<file path="src/rtl/mips_pkg.sv">
// Shared MIPS datapath constants: PC source select encodings and reset vector.
package mips_pkg;

  localparam logic [1:0] PC_SRC_ALU  = 2'b00;
  localparam logic [1:0] PC_SRC_TGT  = 2'b01;
  localparam logic [1:0] PC_SRC_JMP  = 2'b10;
  localparam logic [1:0] PC_SRC_HOLD = 2'b11;

  localparam logic [31:0] RESET_PC_DEFAULT = 32'h0000_0000;

endpackage

</file>
<file path="src/rtl/jump_target_former.sv">
// J-type target formation: region bits of the current PC plus the word index.
module jump_target_former (
  input  logic [3:0]  pc_hi,
  input  logic [25:0] instr_index,
  output logic [31:0] jump_target
);

  // The index is shifted into a word address; it can never carry into the region bits.
  assign jump_target = {pc_hi, instr_index, 2'b00};

endmodule

</file>
<file path="src/rtl/branch_pc_unit.sv">
// Architectural PC, latched branch target, beq/bne resolution and taken-branch counter
// for the multicycle MIPS datapath.
module branch_pc_unit
  import mips_pkg::*;
#(
  parameter logic [31:0] RESET_PC = RESET_PC_DEFAULT,
  parameter int          CNT_W    = 16
) (
  input  logic             clk,
  input  logic             reset,
  input  logic [31:0]      alu_result,
  input  logic             zero,
  input  logic [25:0]      instr_index,
  input  logic             target_load,
  input  logic             pc_write,
  input  logic             pc_write_cond,
  input  logic             branch_ne,
  input  logic [1:0]       pc_source,
  output logic [31:0]      pc,
  output logic [31:0]      target,
  output logic             branch_taken,
  output logic             misaligned,
  output logic [CNT_W-1:0] taken_count
);

  logic [31:0]      r_pc;
  logic [31:0]      r_target;
  logic             r_branch_taken;
  logic             r_misaligned;
  logic [CNT_W-1:0] r_taken_count;

  logic [31:0] w_jump_target;
  logic [31:0] w_next_pc;
  logic        w_cond_ok;
  logic        w_pc_en;
  logic        w_try_update;
  logic        w_bad_align;
  logic        w_do_update;
  logic        w_taken;

  jump_target_former u_jump_target_former (
    .pc_hi       (r_pc[31:28]),
    .instr_index (instr_index),
    .jump_target (w_jump_target)
  );

  always_comb begin
    w_next_pc = r_pc;
    case (pc_source)
      PC_SRC_ALU:  w_next_pc = alu_result;
      PC_SRC_TGT:  w_next_pc = r_target;
      PC_SRC_JMP:  w_next_pc = w_jump_target;
      default:     w_next_pc = r_pc;
    endcase
  end

  assign w_cond_ok    = zero ^ branch_ne;
  assign w_pc_en      = pc_write | (pc_write_cond & w_cond_ok);
  // Hold is a true no-op: it neither updates the PC nor trips the alignment check.
  assign w_try_update = w_pc_en & (pc_source != PC_SRC_HOLD);
  assign w_bad_align  = w_try_update & (w_next_pc[1:0] != 2'b00);
  assign w_do_update  = w_try_update & ~w_bad_align;
  assign w_taken      = w_do_update & pc_write_cond & ~pc_write & w_cond_ok;

  always_ff @(posedge clk) begin
    if (reset) begin
      r_pc           <= RESET_PC;
      r_target       <= 32'h0000_0000;
      r_branch_taken <= 1'b0;
      r_misaligned   <= 1'b0;
      r_taken_count  <= '0;
    end else begin
      if (w_do_update)
        r_pc <= w_next_pc;
      if (target_load)
        r_target <= alu_result;
      if (w_bad_align)
        r_misaligned <= 1'b1;
      r_branch_taken <= w_taken;
      if (w_taken && (r_taken_count != {CNT_W{1'b1}}))
        r_taken_count <= r_taken_count + {{(CNT_W-1){1'b0}}, 1'b1};
    end
  end

  assign pc           = r_pc;
  assign target       = r_target;
  assign branch_taken = r_branch_taken;
  assign misaligned   = r_misaligned;
  assign taken_count  = r_taken_count;

endmodule

</file>
<file path="config.mk">
export PLATFORM = sky130hd
export DESIGN_NAME = branch_pc_unit
export DESIGN_NICKNAME = d
export VERILOG_FILES = /design/src/rtl/mips_pkg.sv /design/src/rtl/jump_target_former.sv /design/src/rtl/branch_pc_unit.sv
export SDC_FILE = /design/constraint.sdc
export NUM_CORES = 1
export LEC_CHECK = 0
export CELL_PAD_IN_SITES_DETAIL_PLACEMENT = 1
export CELL_PAD_IN_SITES_GLOBAL_PLACEMENT = 2
export CORE_UTILIZATION = 27
export CTS_BUF_LIST = sky130_fd_sc_hd__clkbuf_8
export CTS_CLUSTER_DIAMETER = 100
export DETAILED_ROUTE_END_ITERATION = 8
export PLACE_DENSITY = 0.84
export SETUP_SLACK_MARGIN = 0.4
export SYNTH_ARGS = -nofsm -noshare
export SYNTH_HDL_FRONTEND = slang
export SYNTH_SLANG_ARGS = --single-unit
export TNS_END_PERCENT = 5
</file>
<file path="constraint.sdc">
create_clock -name clk -period 3.14 [get_ports clk]
set_input_delay 0.628 -clock clk [delete_from_list [all_inputs] [get_ports clk]]
set_output_delay 0.628 -clock clk [all_outputs]
set_load 0.02 [all_outputs]
</file>
==> results of run 1 <==
==> worst max-delay path: cells and delay by family <==
kind	cells	cell delay (ns)
XOR/XNOR	1	0.30
buffers and inverters	1	0.48
multiplexers	1	0.35
AND/OR/NAND/NOR	3	0.92
==> metal layers <==
layer	wire [um]	global-route usage (%)
met4	164	6.566
met2	5908	29.51
met5	0	0
met1	5306	20.44
met3	551	3.448
==> power groups by stage <==
| stage | clock (W) | combinational (W) | sequential [W] |
|---|---|---|---|
| floorplan | 0 | 0.000199 | 0.00124 |
| global placement | 0 | 0.000535 | 0.00116 |
| detailed placement | 0 | 0.000545 | 0.00117 |
| CTS | 0.000901 | 0.000547 | 0.00114 |
| global route | 0.000940 | 0.000582 | 0.00115 |
| finish | 0.000866 | 0.000540 | 0.00114 |
==> layout by cell type, fill, tap and decap left out, types with 4 or more instances in the layout <==
cell	Yosys	final
nor2_1	99	99
dfxtp_1	82	82
nor4_1	4	4
clkbuf_8	0	10
nand2_1	7	7
buf_2	6	4
a21oi_1	36	36
inv_1	4	6
nand3_1	8	8
clkdlybuf4s50_1	0	144
o21ai_0	4	4
buf_4	0	6
nor3_1	5	5
mux2i_1	65	65
a211oi_1	28	28
==> worst paths after layout <==
kind | from | endpoint | depth (start not counted)
max reg2reg | taken_count[0]$_SDFFE_PP0P_ | taken_count[1]$_SDFFE_PP0P_ | 6
min reg2reg | pc[1]$_SDFFE_PP0P_ | pc[1]$_SDFFE_PP0P_ | 1
max | zero | taken_count[13]$_SDFFE_PP0P_ | 6
min | pc[1]$_SDFFE_PP0P_ | pc[1]$_SDFFE_PP0P_ | 1
==> sequential cells by signal (all words and copies together), names as in the netlist <==
signal	cells
taken_count	16
misaligned	1
pc	32
branch_taken	1
target	32
==> per-stage QoR <==
stage               setup WS [ns]  instances
floorplan                  0.9825        414
global placement           0.4015        715
detailed placement         0.3745        715
CTS                        0.7291        731
global route               0.5505        731
finish                     0.7344        731
==> cell families (layout without fill, tap and decap cells) <==
kind of cell / after synthesis / in the layout / share of synthesized area [%]
and+or+nand+nor: 146 / 146 / 18.32
DFF: 82 / 82 / 44.26
AOI/OAI and AO/OA: 79 / 79 / 13.90
muxes: 67 / 67 / 18.15
buffers and inverters: 34 / 175 / 3.846
xor gates and xnor gates: 5 / 5 / 1.181
adders and majority gates: 1 / 1 / 0.3373
==> final cells by class <==
| cell class | instances | area [um^2] |
|---|---|---|
| fill | 1552 | 7739 |
| multi-input combinational | 298 | 1934 |
| sequential | 82 | 1642 |
| timing repair buffer | 155 | 1526 |
| tap | 176 | 220.2 |
| clock buffer | 10 | 137.6 |
| clock inverter | 6 | 81.33 |
| inverter | 4 | 15.01 |
==> flow_summary.yaml, run 1 <==
run_status:
  outcome: "finished clean"
logic_synthesis:
  synth_top_cell_by_area: "dfxtp_1"
  synth_commonest_cells: "nor2_1 (99), dfxtp_1 (82), mux2i_1 (65), a21oi_1 (36), a211oi_1 (28)"
  syn-cell-area_mm2: 0.003709
  synth_ff_type: "dfxtp_1"
  synth.avg_cell_area_um2: 8.958
  synth_most_common_cell: "nor2_1"
  yosysUniqueCellTypes: 38
  synth_warnings: 0
  synth_edf_count: 0
  synth-seq-cells: 82
  synthCells: 414
  synth_area_leaders: "dfxtp_1 (44%), mux2i_1 (18%), nor2_1 (10%)"
  synth-seq-area-share_pct: 44.26
  async_reset_ff_share_pct: 0
  synth_top_area_share_pct: 44.26
  syn_nets: 482
clocking:
  clockBufferDepth: 2
  clkTransAtPathRegs_ns: 0.08
  clk_latency_ns: 0.37
  ctsRootBufferMaster: "clkbuf_8"
  cts_tree: "yes"
  htree_levels: 3
  cts.sinks: 82
  cts_buffers: 9
  post_cts_buffers: 0
  ctsResizeCount: 0
  cts_hold_buf: 0
floorplan:
  rows: 42
  die_w_um: 119.2
  core_mm2: 0.01330
  start_util_pct: 27.89
  num_io_pins: 149
  dieArea_mm2: 0.01421
  die_h_um: 119.2
setup_path:
  required_ns: 3.39
  worst_setup_path_start_kind: "primary input"
  cp.arrival_ns: 2.65
  regToRegSetupSlack_ns: 1.09
  critPathMaxFanout: 7
  criticalPathCategory: "in -> reg"
  max_stage_delay_ns: 0.48
  cpMaxStageDelayCell: "clkdlybuf4s50_1"
  cp-end-kind: "flop"
  crit_chain: "clkdlybuf4s50_1, xor2_1, nand3_4, or3_1, nor4_1, mux2_1"
hold_path:
  hold_class: "reg -> reg"
sta:
  setup_violations: 0
  finalSetupTns_ns: 0
  slew_viol_final: 0
  worst_pin_slew_ns: 1.114
  finalHoldViolCount: 0
  fmax_ghz: 0.4157
  skew_ns: 0.01290
  rsz0062_at_grt: "false"
  fin_worst_hold_slack_ns: 0.4742
  slew_headroom_pct: 25.41
  period_share_pct: 76.61
  fin_crit_ns: 2.406
drt:
  drt_first_pass_iters: 4
  drt_iter0_markers: 137
  avgViaCountPerCell: 4.817
  totalWireLength_um: 11930
  antenna_left: 0
  routedWlPerCell_um: 16.32
  drc_errors: 0
  num_vias: 3521
cells_and_area:
  antenna_cells: 0
  finish.instance_area_mm2: 0.005557
  nNetsFinal: 618
  final_util_pct: 41.79
  synthToLayoutAreaGrowth_pct: 49.83
  drive_gt1_share_pct: 5.766
power_and_ir_drop:
  p_clk_share_pct: 34.0
  intPower_w: 0.001834
  power.share.combinational_pct: 21.2
  power_density_mw_per_mm2: 458.7
  netSwitchingPower_w: 0.0007151
  p_leak_nw: 2.089
  total_power_w: 0.002549
  netSwitchingFraction_pct: 28.06
  ir_drop_mv: 0.2286
  pwr-share-seq_pct: 44.8
global_routing:
  grt_util_all_layers_pct: 16.99
  grt-ovfl-total: 0
  antenna_found_initial: 0
  grt_pass1_vias: 3623
  grt_max_degree: 53
  grt_pass1_wl_um: 18840
job:
  drv_cap: 0
placed_design:
  io_buffers: 148
  place_congestion: 0.7254
  place.detailed.hpwl_um: 8481
  placed_area_mm2: 0.005338
(Power assumes the default switching activity.)
==> run 2, diff against run 1 <==
- CORE_UTILIZATION: 27 -> 25
- PLACE_DENSITY: 0.84 -> 0.78
- clock period: 3.14 -> 2.41 ns (I/O delays scaled with it)
==> run 2 against run 1 <==
- clock power up 20%
- critical path depth up 1
- sequential share of layout area down 1.0 points
- die area up 7.9%
- combinational power up 36%
- final area up 3.5%
- global-route usage down 0.83 points
- clock skew down 0.0031 ns
- worst setup slack worse by 0.32 ns
- non-clock buffer count up 14
- register-to-register slack worse by 0.60 ns
==> flow_summary.yaml, run 2 (synthesis results as in run 1) <==
run_status:
  outcome: "finished clean"
sta:
  fmax_ghz: 0.5009
  finalHoldViolCount: 0
  setup_violations: 0
  worst_pin_slew_ns: 0.5066
  rsz0062_at_grt: "true"
  slew_viol_final: 0
  fin_crit_ns: 1.997
  period_share_pct: 82.85
  skew_ns: 0.009839
  slew_headroom_pct: 66.12
  finalSetupTns_ns: 0
clocking:
  cts_hold_buf: 0
  clockBufferDepth: 2
  ctsRootBufferMaster: "clkbuf_8"
  clk_latency_ns: 0.36
  post_cts_buffers: 0
  cts_tree: "yes"
  cts_buffers: 9
  htree_levels: 3
  cts.sinks: 82
  clkTransAtPathRegs_ns: 0.09
hold_path:
  hold-path-cell-count: 3
  hold_class: "in -> reg"
  hold_path_startpoint: "alu_result[0]"
  min_to: "target[0]$_SDFFE_PP0P_"
drt:
  avgViaCountPerCell: 4.737
  routedWlPerCell_um: 15.97
  drt_iter0_markers: 127
  totalWireLength_um: 12010
  drt_first_pass_iters: 4
  num_vias: 3562
  drc_errors: 0
  antenna_left: 0
setup_path:
  r2r_cells: 7
  path_delay_family: "simple AND/OR/NAND/NOR gates"
  required_ns: 2.70
  crit_chain: "clkdlybuf4s50_1, xor2_1, buf_4, nand3_4, or3_4, or4_1, a21oi_1"
  rr_endpoint: "taken_count[9]$_SDFFE_PP0P_"
  cp-end-kind: "flop"
  regToRegSetupSlack_ns: 0.49
  cpMaxStageDelayCell: "clkdlybuf4s50_1"
  worst_setup_path_start_kind: "primary input"
  max_stage_delay_ns: 0.49
  r2r-start: "taken_count[0]$_SDFFE_PP0P_"
  cp.arrival_ns: 2.28
  criticalPathCategory: "in -> reg"
  critPathMaxFanout: 6
  cp_num_buf_inv: 2
global_routing:
  grt_util_all_layers_pct: 16.16
  grt_pass1_vias: 3655
  grt-ovfl-total: 0
  grt_max_degree: 33
  antenna_found_initial: 0
  grt_pass1_wl_um: 18800
cells_and_area:
  final_cell_mix: "clkdlybuf4s50_1 (142), nor2_1 (99), dfxtp_1 (82)"
  synthToLayoutAreaGrowth_pct: 55.13
  drive_gt1_share_pct: 9.507
  nNetsFinal: 632
  final_util_pct: 39.73
  fill_cells: 1661
  layout.cells.non_filler: 752
  final_common_cell: "clkdlybuf4s50_1"
  antenna_cells: 0
placed_design:
  place.detailed.hpwl_um: 8807
  dp_cells: 737
  io_buffers: 148
  place_congestion: 0.8059
floorplan:
  core_mm2: 0.01448
  start_util_pct: 25.61
  die_w_um: 123.8
  num_io_pins: 149
  die_h_um: 123.8
  rows: 44
  dieArea_mm2: 0.01533
power_and_ir_drop:
  ir_drop_mv: 0.2836
  p_leak_nw: 2.194
  power_density_mw_per_mm2: 567.1
job:
  drv_cap: 0
## run 2: changes by cell type in the layout (fill, tap and decap cells not counted), sizes merged
cell	delta
clkinvlp	+1
clkbuf	+1
inv	-3
dlymetal6s2s	+2
bufinv	-1
clkinv	+1
clkdlybuf4s50	-2
buf	+14
## run 2: worst min-delay path, delay by kind of cell
kind	cells	cell delay [ns]
buffers and inverters	1	0.13
muxes	1	0.09
and+or+nand+nor	1	0.07
## run 2: where the power goes
group / internal, W / switching, W / total, W
clock: 0.000530 / 0.000511 / 0.00104
combinational: 0.000372 / 0.000365 / 0.000737
sequential: 0.00144 / 0.0000489 / 0.00148
total: 0.00234 / 0.000925 / 0.00326
## run 2: final cells by class
class / count / area [um^2] / area share [%]
multi-input combinational: 298 / 1986 / 34.51
timing repair buffer: 169 / 1678 / 29.16
sequential: 82 / 1642 / 28.53
tap: 184 / 230.2 / 4.002
clock buffer: 11 / 151.4 / 2.632
clock inverter: 4 / 51.30 / 0.8917
inverter: 4 / 15.01 / 0.2610
## run 2: timing repair
item,4_1_cts,5_1_grt
pin swaps,0,7
endpoints found under the setup margin,9,25
gates resized for setup,2,10
## run 2: routing by layer
layer / global-route usage (%) / routed length [um] / up-vias
li1: - / - / 1751
met1: 18.80 / 5249 / 1720
met2: 28.33 / 5930 / 81
met3: 3.846 / 658 / 10
met4: 6.476 / 174 / 0
met5: 0 / 0 / -
## run 2: how the worst max path moves through the flow
stage                        startpoint  slack [ns]                      endpoint  depth (start not counted)
after floorplan            pc_source[0]        0.45   taken_count[6]$_SDFFE_PP0P_                          7
after global placement    alu_result[0]       -0.03   taken_count[1]$_SDFFE_PP0P_                          7
after detailed placement  alu_result[0]       -0.10  taken_count[13]$_SDFFE_PP0P_                          6
after CTS                          zero        0.31   taken_count[9]$_SDFFE_PP0P_                          8
after global routing               zero        0.34            pc[3]$_SDFFE_PP0P_                          8
final                              zero        0.41   taken_count[5]$_SDFFE_PP0P_                          7
## run 2: through the flow
stage                     area (um^2)  setup WS (ns)  total power (W)  hold WS (ns)
after global placement           5490       -0.02746         0.002244        0.4511
after floorplan                  3709         0.4461         0.001871        0.5556
after global routing             5753         0.3406         0.003442        0.4759
after detailed placement         5490        -0.1022         0.002259        0.4663
final                            5753         0.4134         0.003263        0.4476
after CTS                        5705         0.3149         0.003330        0.4849
==> run 3, diff against run 2 <==
- CORE_UTILIZATION: 25 -> 23
- PLACE_DENSITY: 0.78 -> 0.76
- clock period: 2.41 -> 1.8 ns (I/O delays scaled with it)
==> run 3 against run 2 <==
- die area increased by 8.6%
- final area increased by 3.3%
- utilization decreased by 2.2 points
- worst setup slack got worse by 0.31 ns
- global-route usage about the same
- critical path depth decreased by 1
- via count increased by 4.1%
- first-iteration DRC count decreased by 20%
- clock-buffer cell count decreased by 2
- clock power increased by 27%
- total power increased by 30%
- cell count increased by 6.8%
==> flow_summary.yaml, run 3 (synthesis results as in run 1) <==
clocking:
  clk_latency_ns: 0.37
  cts_tree: "yes"
  ctsRootBufferMaster: "clkbuf_8"
  cts_hold_buf: 0
  cts.sinks: 82
  clkTransAtPathRegs_ns: 0.09
  cts_buffers: 9
  htree_levels: 3
  clockBufferDepth: 2
sta:
  slew_headroom_pct: 69.42
  rsz0062_at_grt: "true"
  fmax_ghz: 0.5893
  fin_crit_ns: 1.697
  period_share_pct: 94.28
  slew_viol_final: 0
  setup_violations: 0
  skew_ns: 0.01451
  finalHoldViolCount: 0
  finalSetupTns_ns: 0
  worst_pin_slew_ns: 0.4578
placed_design:
  place_congestion: 0.7384
  place.detailed.hpwl_um: 9368
  placed_area_mm2: 0.005679
  io_buffers: 148
  dp_cells: 780
power_and_ir_drop:
  total_power_w: 0.004229
  power_density_mw_per_mm2: 711.6
  ir_drop_mv: 0.2716
  p_leak_nw: 2.629
floorplan:
  die_h_um: 129.0
  die_w_um: 129.0
  start_util_pct: 23.43
  rows: 46
  num_io_pins: 149
  core_mm2: 0.01583
  dieArea_mm2: 0.01664
job:
  drv_cap: 0
setup_path:
  r2r-start: "target[0]$_SDFFE_PP0P_"
  worst_setup_path_start_kind: "primary input"
  required_ns: 2.10
  criticalPathCategory: "in -> reg"
  cp.arrival_ns: 1.99
  cp-end-kind: "flop"
  cp-startpoint: "alu_result[1]"
  critPathMaxFanout: 5
cells_and_area:
  final_common_cell: "nor2_1"
  layout.cells.non_filler: 803
  antenna_cells: 0
  fill_cells: 1855
  final_util_pct: 37.55
  finish.instance_area_mm2: 0.005943
  drive_gt1_share_pct: 17.21
  nNetsFinal: 652
  synthToLayoutAreaGrowth_pct: 60.26
  final_cell_mix: "nor2_1 (98), dlygate4sd2_1 (84), mux2i_1 (65), dfxtp_1 (65), clkdlybuf4s50_1 (58)"
run_status:
  outcome: "finished clean"
drt:
  num_vias: 3708
  drt_first_pass_iters: 4
  drc_errors: 0
  totalWireLength_um: 13270
  antenna_left: 0
  avgViaCountPerCell: 4.618
  drt_iter0_markers: 102
  routedWlPerCell_um: 16.53
global_routing:
  antenna_found_initial: 0
  grt_pass1_vias: 3761
  grt-ovfl-total: 0
  grt_util_all_layers_pct: 16.19
  grt_max_degree: 50
  grt_pass1_wl_um: 20370
hold_path:
  hold_path_startpoint: "reset"
  hold_class: "in -> reg"
## run 3: area by class of cell
type	count	area, um^2	share of cell area, %
clock buffer	9	123.9	2.084
clock inverter	5	50.05	0.8421
inverter	4	15.01	0.2526
multi-input combinational	299	2100	35.33
sequential	82	1680	28.27
tap	216	270.3	4.547
timing repair buffer	188	1704	28.67
## run 3: routing by layer
layer / vias up / wire [um] / share of wire, % / global-route usage (%)
met4: 0 / 276 / 2.1 / 7.474
met5: - / 0 / 0 / 0
li1: 1802 / - / - / -
met1: 1787 / 5768 / 43 / 19.49
met3: 17 / 825 / 6.2 / 4.033
met2: 102 / 6404 / 48 / 27.12
## run 3: critical path, cell delays in order
cell	delay (ns)
clkdlybuf4s15_1	0.25
nor3_4	0.28
a211oi_4	0.10
or3_4	0.44
or4_4	0.43
a21oi_2	0.13
## run 3: stage by stage
| stage | setup slack, ns | hold slack (ns) |
|---|---|---|
| 3_3_place_gp | -0.4896 | 0.4650 |
| 4_1_cts | 0.1144 | 0.3007 |
| 5_1_grt | 0.06189 | 0.3271 |
| 6_report | 0.1030 | 0.3176 |
| 2_1_floorplan | 0.04569 | 0.5072 |
| 3_5_place_dp | -0.5588 | 0.4714 |
## run 3: worst paths after layout
kind	slack [ns]	cells after the start	to
setup / recovery	0.10	6	taken_count[5]$_SDFFE_PP0P_
hold / removal	0.32	2	taken_count[14]$_SDFFE_PP0P_
setup reg to reg	0.13	5	taken_count[5]$_SDFFE_PP0P_
hold reg to reg	0.47	1	taken_count[14]$_SDFFE_PP0P_
## run 3: what timing repair did
| action | in CTS | in global routing |
|---|---|---|
| setup endpoints to repair | 132 | 130 |
| cloned | 1 | 0 |
| pin swaps | 7 | 4 |
| buffers inserted | 3 | 5 |
| hold endpoints to repair | 0 | 0 |
| gates resized for setup | 115 | 11 |
## run 3: power by group
part | internal (W) | switching, W | total (W)
combinational | 0.000426 | 0.000509 | 0.000935
clock | 0.000615 | 0.000701 | 0.00132
sequential | 0.00191 | 0.0000651 | 0.00198
==> edit, RTL diff (flow settings as in run 2) <==
Make the reset (`reset`) asynchronous in one clocked block.
--- a/src/rtl/branch_pc_unit.sv
+++ b/src/rtl/branch_pc_unit.sv
@@ -64,3 +64,3 @@
 
-  always_ff @(posedge clk) begin
+  always_ff @(posedge clk or posedge reset) begin
     if (reset) begin
Behaviour: differs if reset is asserted again (counterexample within 4 cycles, from zero or initial values and one cycle with reset high); with reset held inactive, the same outputs for 10 cycles.
==> edit against run 2 <==
The run now ends with DRC left; synthesized cell count down 17%; critical path type unchanged; clock skew fell by 0.0018 ns; final area shrank 1.6%; non-clock buffer count is 8 lower; largest cell class is now registers; worst hold slack improved by 0.033 ns; final cell count shrank 9.4%; area after synthesis increased by 1.7%; global-route usage down 1.3 points; routed wire length shrank 7.5%; sequential cell count did not move; power up 17%; worst setup slack better by 0.0049 ns.
==> edit: results (changes against run 2) <==
# hold bufs at CTS 0 (unchanged); Crit Path Max Fanout 5 (-1); failing checks DRC; pre-CTS setup slack 0.0301 ns (+0.132 ns); vias in the first global route 3,353 (-8.3%); run status finished with violations; first-pass GRT wire length 18,100 um (-3.8%); H-tree depth 3 (unchanged); most instantiated cells after synthesis dfrtp_1, a21oi_1, nor2_1, mux2_2, mux2i_1; Clock Tree Buf Depth 2 (unchanged); Iter 0 DRT Violations 95 (-25%); mux cell area share after synthesis 19.0% (+0.87 points); routing usage on met2 25.3% (-3.0 points); # DRC 16 (+16); main combinational cell family by area after synthesis multiplexers; initial antenna violation count 0 (unchanged); Mean Syn Cell Area 11.0 sq um (+23%); CTS buffer count 9 (unchanged); Clock Skew 0.00802 ns (-0.00182 ns); Switching Fraction 32.6% (+4.3 points); Mapped Nets 410 (-15%); Final Total Pwr 3820 uW (+17%); maximum VDD drop 0.000248 V (-12%); M1 WL 4730 um (-9.9%); fraction of registers with async set/reset 100% (+100 points); metal3 WL 684 um (+4.0%); nets@finish 560 (-11%); Clock group 882 uW (-15%); highest routed layer met4; number of cells on the worst hold path 1 (-2); Synth Area in Adders 0.332% (-0.0055 points); met3 Use GR 4.47% (+0.62 points); metal2 WL 5490 um (-7.4%); HP Class reg -> reg; cell count after placement 665 (-9.8%); router iterations before antenna repair 6 (+2); Tot GR Track Use 14.9% (-1.3 points); Post-DP HPWL 8070 um (-8.4%); max incr delay on CP 0.43 ns (-0.06 ns); compound-gate portion of the synthesized area 8.86% (-5.0 points); Seq/Total Area, Yosys 54.4% (+10 points); Synth cell types 28 (-26%); Area contributors post-synth dfrtp_1, mux2_2, mux2i_1; share of cells above drive strength 1 14.7% (+5.2 points); Slew Limit Headroom 23.5% (-43 points); via count 3,130 (-12%); largest net degree at the start of global routing 83 (+150%); GR Layer Usage met1 17.5% (-1.3 points); Post-Synth XOR/XNOR Area 3.25% (+2.1 points); fin cells 681 (-9.4%); reg2reg path depth 5 (-2); clk_lat worst skew 0.36 ns (about the same); Placed Area 5490 sq um (about the same); Pleak 0.00235 uW (+7.2%); Routed WL 11,100 um (-7.5%); Final GP Congestion 0.735 (-8.8%); port bufs 148 (unchanged); comb pwr 1220 uW (+66%)
-- edit: final cells by class --
class                      count  area (sq um)
clock buffer                  10           138
clock inverter                 6          26.3
fill                        1636          8980
inverter                       4          18.8
multi-input combinational    234          1610
sequential                    82          2050
tap                          184           230
timing repair buffer         161          1590
-- edit: path summary, 6_finish.rpt --
path	start	endpoint	slack, ns
min in group asynchronous	reset	pc[24]$_DFFE_PP0P_	0.61
setup / recovery	alu_result[0]	taken_count[14]$_DFFE_PP0P_	0.42
max in group asynchronous	reset	target[10]$_DFFE_PP0P_	1.47
hold / removal	misaligned$_DFFE_PP0P_	misaligned$_DFFE_PP0P_	0.48
setup reg to reg	taken_count[0]$_DFFE_PP0P_	taken_count[1]$_DFFE_PP0P_	0.55
hold reg to reg	misaligned$_DFFE_PP0P_	misaligned$_DFFE_PP0P_	0.48
-- edit: what timing repair did --
item	CTS	global route
gates resized for setup	0	1
setup endpoints to repair	0	19
setup buffers	0	0
